--- config.mk ---
export PLATFORM = sky130hd
export DESIGN_NAME = mux_rr_arbiter
export DESIGN_NICKNAME = d
export VERILOG_FILES = /design/src/rtl/mux_rr_arbiter.sv
export SDC_FILE = /design/constraint.sdc
export NUM_CORES = 1
export LEC_CHECK = 0
export CAP_MARGIN = 25
export CORE_MARGIN = 8
export CORE_UTILIZATION = 29
export CTS_CLUSTER_DIAMETER = 120
export DETAILED_ROUTE_END_ITERATION = 8
export GPL_ROUTABILITY_DRIVEN = 0
export SLEW_MARGIN = 20
export SYNTH_ARGS = -nofsm -noshare
export SYNTH_HDL_FRONTEND = slang
export SYNTH_SLANG_ARGS = --single-unit
--- constraint.sdc ---
create_clock -name clk -period 5.4 [get_ports clk]
set_clock_uncertainty 0.1 [all_clocks]
set_input_delay 0.81 -clock clk [delete_from_list [all_inputs] [get_ports clk]]
set_output_delay 0.81 -clock clk [all_outputs]
set_load 0.01 [all_outputs]
--- src/rtl/mux_rr_arbiter.sv ---
// Two-channel FIFO-buffered round-robin feeder for a 2:1 mux; pushed word visible one edge later.
// Output register stalls (din_*, sel, valid_out, FIFO heads hold) while valid_out=1 and ready_out=0.

module mux_rr_fifo #(
    parameter int WIDTH = 4,
    parameter int DEPTH = 4
) (
    input  logic                     clk,
    input  logic                     reset_L,
    input  logic                     i_push,
    input  logic [WIDTH-1:0]         i_dat,
    input  logic                     i_pop,
    output logic [WIDTH-1:0]         o_head,
    output logic [$clog2(DEPTH):0]   o_cnt
);
    localparam int AW = $clog2(DEPTH);
    localparam int CW = AW + 1;

    logic [WIDTH-1:0] r_mem [DEPTH];
    logic [AW-1:0]    r_wp;
    logic [AW-1:0]    r_rp;
    logic [CW-1:0]    r_cnt;
    logic             w_full;
    logic             w_wr;
    logic             w_rd;

    // A push into a full FIFO is dropped even if the same edge pops.
    assign w_full = (r_cnt == CW'(DEPTH));
    assign w_wr   = i_push && !w_full;
    assign w_rd   = i_pop && (r_cnt != '0);

    always_ff @(posedge clk or negedge reset_L) begin
        if (!reset_L) begin
            r_wp  <= '0;
            r_rp  <= '0;
            r_cnt <= '0;
        end else begin
            if (w_wr) r_wp <= r_wp + AW'(1);
            if (w_rd) r_rp <= r_rp + AW'(1);
            case ({w_wr, w_rd})
                2'b10:   r_cnt <= r_cnt + CW'(1);
                2'b01:   r_cnt <= r_cnt - CW'(1);
                default: r_cnt <= r_cnt;
            endcase
        end
    end

    always_ff @(posedge clk) begin
        if (w_wr) r_mem[r_wp] <= i_dat;
    end

    assign o_head = r_mem[r_rp];
    assign o_cnt  = r_cnt;
endmodule

module mux_rr_arbiter #(
    parameter int WIDTH = 4,
    parameter int DEPTH = 4
) (
    input  logic             clk,
    input  logic             reset_L,
    input  logic             push_0,
    input  logic [WIDTH-1:0] data_in_0,
    input  logic             push_1,
    input  logic [WIDTH-1:0] data_in_1,
    input  logic             ready_out,
    output logic             full_0,
    output logic             full_1,
    output logic             err_0,
    output logic             err_1,
    output logic [WIDTH-1:0] din_0,
    output logic [WIDTH-1:0] din_1,
    output logic             sel,
    output logic             valid_out
);
    localparam int CW = $clog2(DEPTH) + 1;

    typedef enum logic [1:0] {IDLE = 2'd0, GRANT0 = 2'd1, GRANT1 = 2'd2} state_t;

    state_t           r_state;
    logic [WIDTH-1:0] r_din_0;
    logic [WIDTH-1:0] r_din_1;
    logic             r_sel;
    logic             r_valid;
    logic             r_last;
    logic             r_err_0;
    logic             r_err_1;

    logic [WIDTH-1:0] w_head_0;
    logic [WIDTH-1:0] w_head_1;
    logic [CW-1:0]    w_cnt_0;
    logic [CW-1:0]    w_cnt_1;
    logic             w_ne_0;
    logic             w_ne_1;
    logic             w_load;
    logic             w_gnt;
    logic             w_gnt_ch;
    logic             w_pop_0;
    logic             w_pop_1;

    mux_rr_fifo #(.WIDTH(WIDTH), .DEPTH(DEPTH)) u_fifo_0 (
        .clk(clk), .reset_L(reset_L), .i_push(push_0), .i_dat(data_in_0),
        .i_pop(w_pop_0), .o_head(w_head_0), .o_cnt(w_cnt_0)
    );

    mux_rr_fifo #(.WIDTH(WIDTH), .DEPTH(DEPTH)) u_fifo_1 (
        .clk(clk), .reset_L(reset_L), .i_push(push_1), .i_dat(data_in_1),
        .i_pop(w_pop_1), .o_head(w_head_1), .o_cnt(w_cnt_1)
    );

    // Arbitration uses registered counts only, so a same-edge push is not yet visible.
    assign w_ne_0   = (w_cnt_0 != '0);
    assign w_ne_1   = (w_cnt_1 != '0);
    assign w_load   = !r_valid || ready_out;
    assign w_gnt    = w_load && (w_ne_0 || w_ne_1);
    assign w_gnt_ch = (w_ne_0 && w_ne_1) ? ~r_last : w_ne_1;
    assign w_pop_0  = w_gnt && !w_gnt_ch;
    assign w_pop_1  = w_gnt && w_gnt_ch;

    always_ff @(posedge clk or negedge reset_L) begin
        if (!reset_L) begin
            r_state <= IDLE;
            r_din_0 <= '0;
            r_din_1 <= '0;
            r_sel   <= 1'b0;
            r_valid <= 1'b0;
            r_last  <= 1'b1;
        end else if (w_load) begin
            if (w_gnt) begin
                r_state <= w_gnt_ch ? GRANT1 : GRANT0;
                r_valid <= 1'b1;
                r_sel   <= w_gnt_ch;
                r_last  <= w_gnt_ch;
                if (w_gnt_ch) r_din_1 <= w_head_1;
                else          r_din_0 <= w_head_0;
            end else begin
                r_state <= IDLE;
                r_valid <= 1'b0;
            end
        end
    end

    always_ff @(posedge clk or negedge reset_L) begin
        if (!reset_L) begin
            r_err_0 <= 1'b0;
            r_err_1 <= 1'b0;
        end else begin
            if (push_0 && full_0) r_err_0 <= 1'b1;
            if (push_1 && full_1) r_err_1 <= 1'b1;
        end
    end

    assign full_0    = (w_cnt_0 == CW'(DEPTH));
    assign full_1    = (w_cnt_1 == CW'(DEPTH));
    assign err_0     = r_err_0;
    assign err_1     = r_err_1;
    assign din_0     = r_din_0;
    assign din_1     = r_din_1;
    assign sel       = r_sel;
    assign valid_out = r_valid;
endmodule

# Word level (Yosys, flattened, before mapping)
# Memories as Yosys holds them, arrays and structs flattened. A register that Yosys moved wholly into a read port is not among the register bits.
# Index checks and enable logic that the tools add are counted.
# totals
output_inout_bits	14
wordCells	62
latch_bits	0
ff_bits	19
in_bits	13
n_memories	2
ramBits	32
romBits	0
# mem_list
name	depth	word_bits	read_ports	rd_ports_with_merged_regs	write_ports	line_no	rtl
u_fifo_0.r_mem	4	4	1	1	1	19	logic [WIDTH-1:0] r_mem [DEPTH];
u_fifo_1.r_mem	4	4	1	1	1	19	
# classes
muxes	8
n_bitwise	2
n_mul	0
n_shift	0
order_cmp	0
n_reduce_logical	25
addsub	8
eq_ne	6
div	0
# ops
op	count
$pmux 3 s2	2
$logic_and 1x1->1	10
$add 2x1->2 const B	4
$add 3x1->3 const B	2
$eq 3x3->1 const B	2
$logic_not 1->1	6
$mux 1	6
$reduce_and 3->1	2
$reduce_bool 3->1	2
$sub 3x1->3 const B	2
$eq 2x1->1 const B	2
$eq 2x2->1 const B	2
$reduce_bool 2->1	2
$logic_or 1x1->1	2
$not 1->1	2
$reduce_and 2->1	1

# Logic depth before layout (Yosys ltp)
# logic_depth
ltp_word	8
depth_mapped	9
mapped_depth_nobuf	9

# By module
# From an unflattened synthesis, not the netlist that was laid out.
# unflattened
cells_unflattened	154
hier_area_um2	2576.2
# modules_own_cells
module	cells_per_inst	seq_area_each_um2	area_per_inst_um2	n_inst
mux_rr_fifo (u_fifo_0)	58	655.6	1012.2	1
mux_rr_fifo (u_fifo_1)	57	655.6	1009.7	1
mux_rr_arbiter	39	326.6	554.3	1

# Worst setup path before layout
# No wires, ideal clock.
# synth_path
path_type	input-to-reg
from	in ready_out
to	reg u_fifo_1.r_cnt[2], in the netlist u_fifo_1.o_cnt[2]
path_slack_ps	2943
t_arrival_ps	2277
cell_stages	9
path_buffers	0
setup_ps	79
required_ps	5221
cell_sequence	nand2b_1 > nand3_4 > inv_1 > ha_1 > inv_1 > fa_1 > xor2_1 > nor2_1 > xor2_1
# synth_via
elab_chain_len	6
word_cells_on_any_way	8
cone_classes	2 x eq/ne; 1 x mux; 5 x reduce/logical
# synth_lines
item	line_no	rtl
from (decl)	66	input logic ready_out,
$logic_or 1x1->1 (*)	114	assign w_load = !r_valid || ready_out;
$logic_and 1x1->1 (*)	115	assign w_gnt = w_load && (w_ne_0 || w_ne_1);
$logic_and 1x1->1 (*)	118	assign w_pop_1 = w_gnt && w_gnt_ch;
$logic_and 1x1->1 (*)	30	assign w_rd = i_pop && (r_cnt != '0);
via u_fifo_1.w_rd	25	logic w_rd;
$eq 2x1->1 / $eq 2x2->1 (equally long branches)	40	case ({w_wr, w_rd})
$pmux 3 s2 / $reduce_bool 2->1 (equally long branches)	-	
to (signal assigned)	41	2'b10: r_cnt <= r_cnt + CW'(1);
to (signal assigned)	42	2'b01: r_cnt <= r_cnt - CW'(1);
to (signal assigned)	43	default: r_cnt <= r_cnt;
to (decl)	22	logic [CW-1:0] r_cnt;
# The timed path passes the listed nets; every way through them passes the cells marked *.
# A chain may end at the register's enable or synchronous reset.

# Worst setup path after layout
# Ends and elaborated chain as after synthesis.

==> flow_summary.ini <==
[clock_network]
cts_resized = 0
cts_inserted_buffers = 9
post_cts_buffers = 0
path_clk_slew_ps = 60
cts.path.max_buffers = 2
clk_latency_ps = 330
cts.sinks = 59
htreeDepth = 3
cts_root_buf = clkbuf_8
cts_tree = built
hold_buffers = 0

[grt]
grt_usage = 0.0731
grt_pass1_vias = 1325
grt_max_degree = 28
overflow = 0
antenna_found_initial = 0
grt_pass1_wl_mm = 6.84

[sta]
fmax_mhz = 363
fin_crit_ps = 2750
grt_setup_unrepaired = false
finalHoldViolCount = 0
final-setup-viol-count = 0
finalMaxSlewViolations = 0
fin_tns_setup_ps = 0
tightest_slew_ps = 358
finalCritPeriodShare = 0.510
setup_ws_ps = 2650
slew_headroom = 0.762

[routing]
dr_wl_met2_mm = 2.01
wirelength_mm = 4.14
drt-met1-wl_mm = 1.82
firstDrtPassIters = 4
num_vias = 1262
wl_met3_um = 203
topRoutingLayerUsed = met4
avgRoutedWirePerCell_um = 13.7
ant_nets = 0
drt-initial-drc-count = 79
drt-vias-per-instance = 4.19
drc = 0

[power_and_ir_drop]
peakVddDrop_v = 0.000130
leakagePower_nw = 1.23
finalPower_mw = 1.79
p_per_area_mw_per_mm2 = 564

[yosys]
yosysWarningCount = 0
yosysSeqAreaShare = 0.631
synth_top_area_cell = edfxtp_1
synth_most_common_cell = edfxtp_1
netlist_instances = 152
synth_top_cell_area_share = 0.370
synth.area.top_cells = edfxtp_1 37%, dfrtp_1 25%, mux4_2 6.9%
synth_nets = 177
synth_seq_cells = 59
avgSynthCellArea_um2 = 17.1
synth-edff-count = 32
synth_flop_cell = edfxtp_1
async_flop_share = 0.458
syn-cell-area_mm2 = 0.00259
synth_top_cells_by_count = 32 x edfxtp_1, 26 x dfrtp_1, 14 x inv_1
synth_cell_types = 35

[floorplanning]
design.core.area_mm2 = 0.00868
dieArea_mm2 = 0.0122
io_pins = 27
fp.dieW_um = 111
rows = 34
die_h_um = 111
start_util = 0.299

[placed_design]
dp_slack_ps = 2290
dp.cells = 285
dp_hpwl_mm = 2.96
port_buffers = 26

[final_layout]
area_growth_pct = 22.3
nets = 213
num_antenna_cells = 0
drive_gt1_frac = 0.233
layout.cells.non_filler = 301
final_util = 0.365

[worst_setup_path]
path_buf_inv = 3
cp_slowest_cell = clkdlybuf4s50_1
required_ps = 5560
max_stage_delay_ps = 470
cp-end-kind = register
cpLargestDelayFamily = buffers and inverters
crit_arrival_ps = 2910
cp_max_fo = 6
critPathKind = in -> reg
startpoint_type = input pin
crit_path_cell_trace = clkdlybuf4s50_1, nand2b_1, nand3_4, inv_1, ha_1, inv_1, fa_1, xor2_1, nor2_1, xor2_1

[flow_run]
max_cap_violations = 0

[hold_path]
hp-class = reg -> reg

[run_status]
status = completed
worst reg2reg max path, stage by stage (launching register included):
cell and delay (ps):
dfrtp_1 460, o31ai_2 360, nand3_4 180, inv_1 100
ha_1 180, inv_1 60, fa_1 370, xor2_1 170
nor2_1 110, xor2_1 150
where the power goes:
part | switching, mW | internal [mW] | leakage (nW)
clock network | 0.168 | 0.223 | 0.0991
logic | 0.255 | 0.368 | 0.531
registers | 0.139 | 0.637 | 0.600
total | 0.561 | 1.23 | 1.23
layout by cell type, fill, tap and decap left out, types with 2 or more instances in the layout:
master	n
a21o_1	2
and2_1	8
clkbuf_8	10
clkdlybuf4s50_1	26
clkinv_2	3
dfrtp_1	26
edfxtp_1	32
fa_1	2
ha_1	10
inv_1	14
mux2_2	2
mux2_4	8
mux4_2	8
nor2_1	3
nor2b_2	2
o21ai_0	2
or3_4	2
xnor2_1	8
xor2_1	4
layout make-up:
class	count	area, µm²
Clock inverter	5	52.6
Sequential cell	59	1640
Tap cell	108	135
Timing Repair Buffer	27	268
Fill cell	844	5510
Inverter	14	52.6
Multi-Input combinational cell	77	885
Clock buffer	11	141
metal layers:
layer	up-vias	track usage
met5	-	0
met3	8	0.0271
met4	0	0.0622
met1	614	0.0832
li1	622	-
met2	18	0.107
cells by family after synthesis:
| group | count (synthesis) | synth area share |
|---|---|---|
| fa+ha+maj | 12 | 0.0637 |
| mux | 19 | 0.128 |
| flops | 59 | 0.631 |
| compound gates | 9 | 0.0318 |
| simple gates | 25 | 0.0767 |
| xor+xnor | 12 | 0.0405 |
| buf+inv | 16 | 0.0275 |
final timing paths:
kind                                                 end                           from  depth (start not counted)  slack [ps]
max reg2reg                u_fifo_1.o_cnt[2]$_DFFE_PN0P_  u_fifo_0.o_cnt[0]$_DFFE_PN0P_                          9        3090
min                                    err_1$_DFFE_PN0P_              err_1$_DFFE_PN0P_                          1         350
max in group asynchronous             r_last$_DFFE_PN1P_                        reset_L                          2        4150
min reg2reg                            err_1$_DFFE_PN0P_              err_1$_DFFE_PN0P_                          1         350
max                        u_fifo_1.o_cnt[2]$_DFFE_PN0P_                      ready_out                         10        2650
min in group asynchronous           din_1[0]$_DFFE_PN0P_                        reset_L                          2         750
state kept, by name, summed over array words and instances (netlist names):
register and count:
u_fifo_1.r_mem 16, din_0 4, err_1 1, u_fifo_0.r_mem 16, din_1 4, u_fifo_1.r_rp 2
u_fifo_0.r_rp 2, u_fifo_0.o_cnt 3, r_last 1, valid_out 1, u_fifo_1.o_cnt 3, err_0 1
u_fifo_1.r_wp 2, u_fifo_0.r_wp 2, sel 1
stage by stage:
step | hold WS [ps] | instance area [µm²]
floorplan | 393 | 2590
global placement | 339 | 2980
detailed placement | 345 | 2980
CTS | 359 | 3170
global route | 386 | 3170
finish | 353 | 3170
No activity file was read; power rests on OpenSTA's default activity.
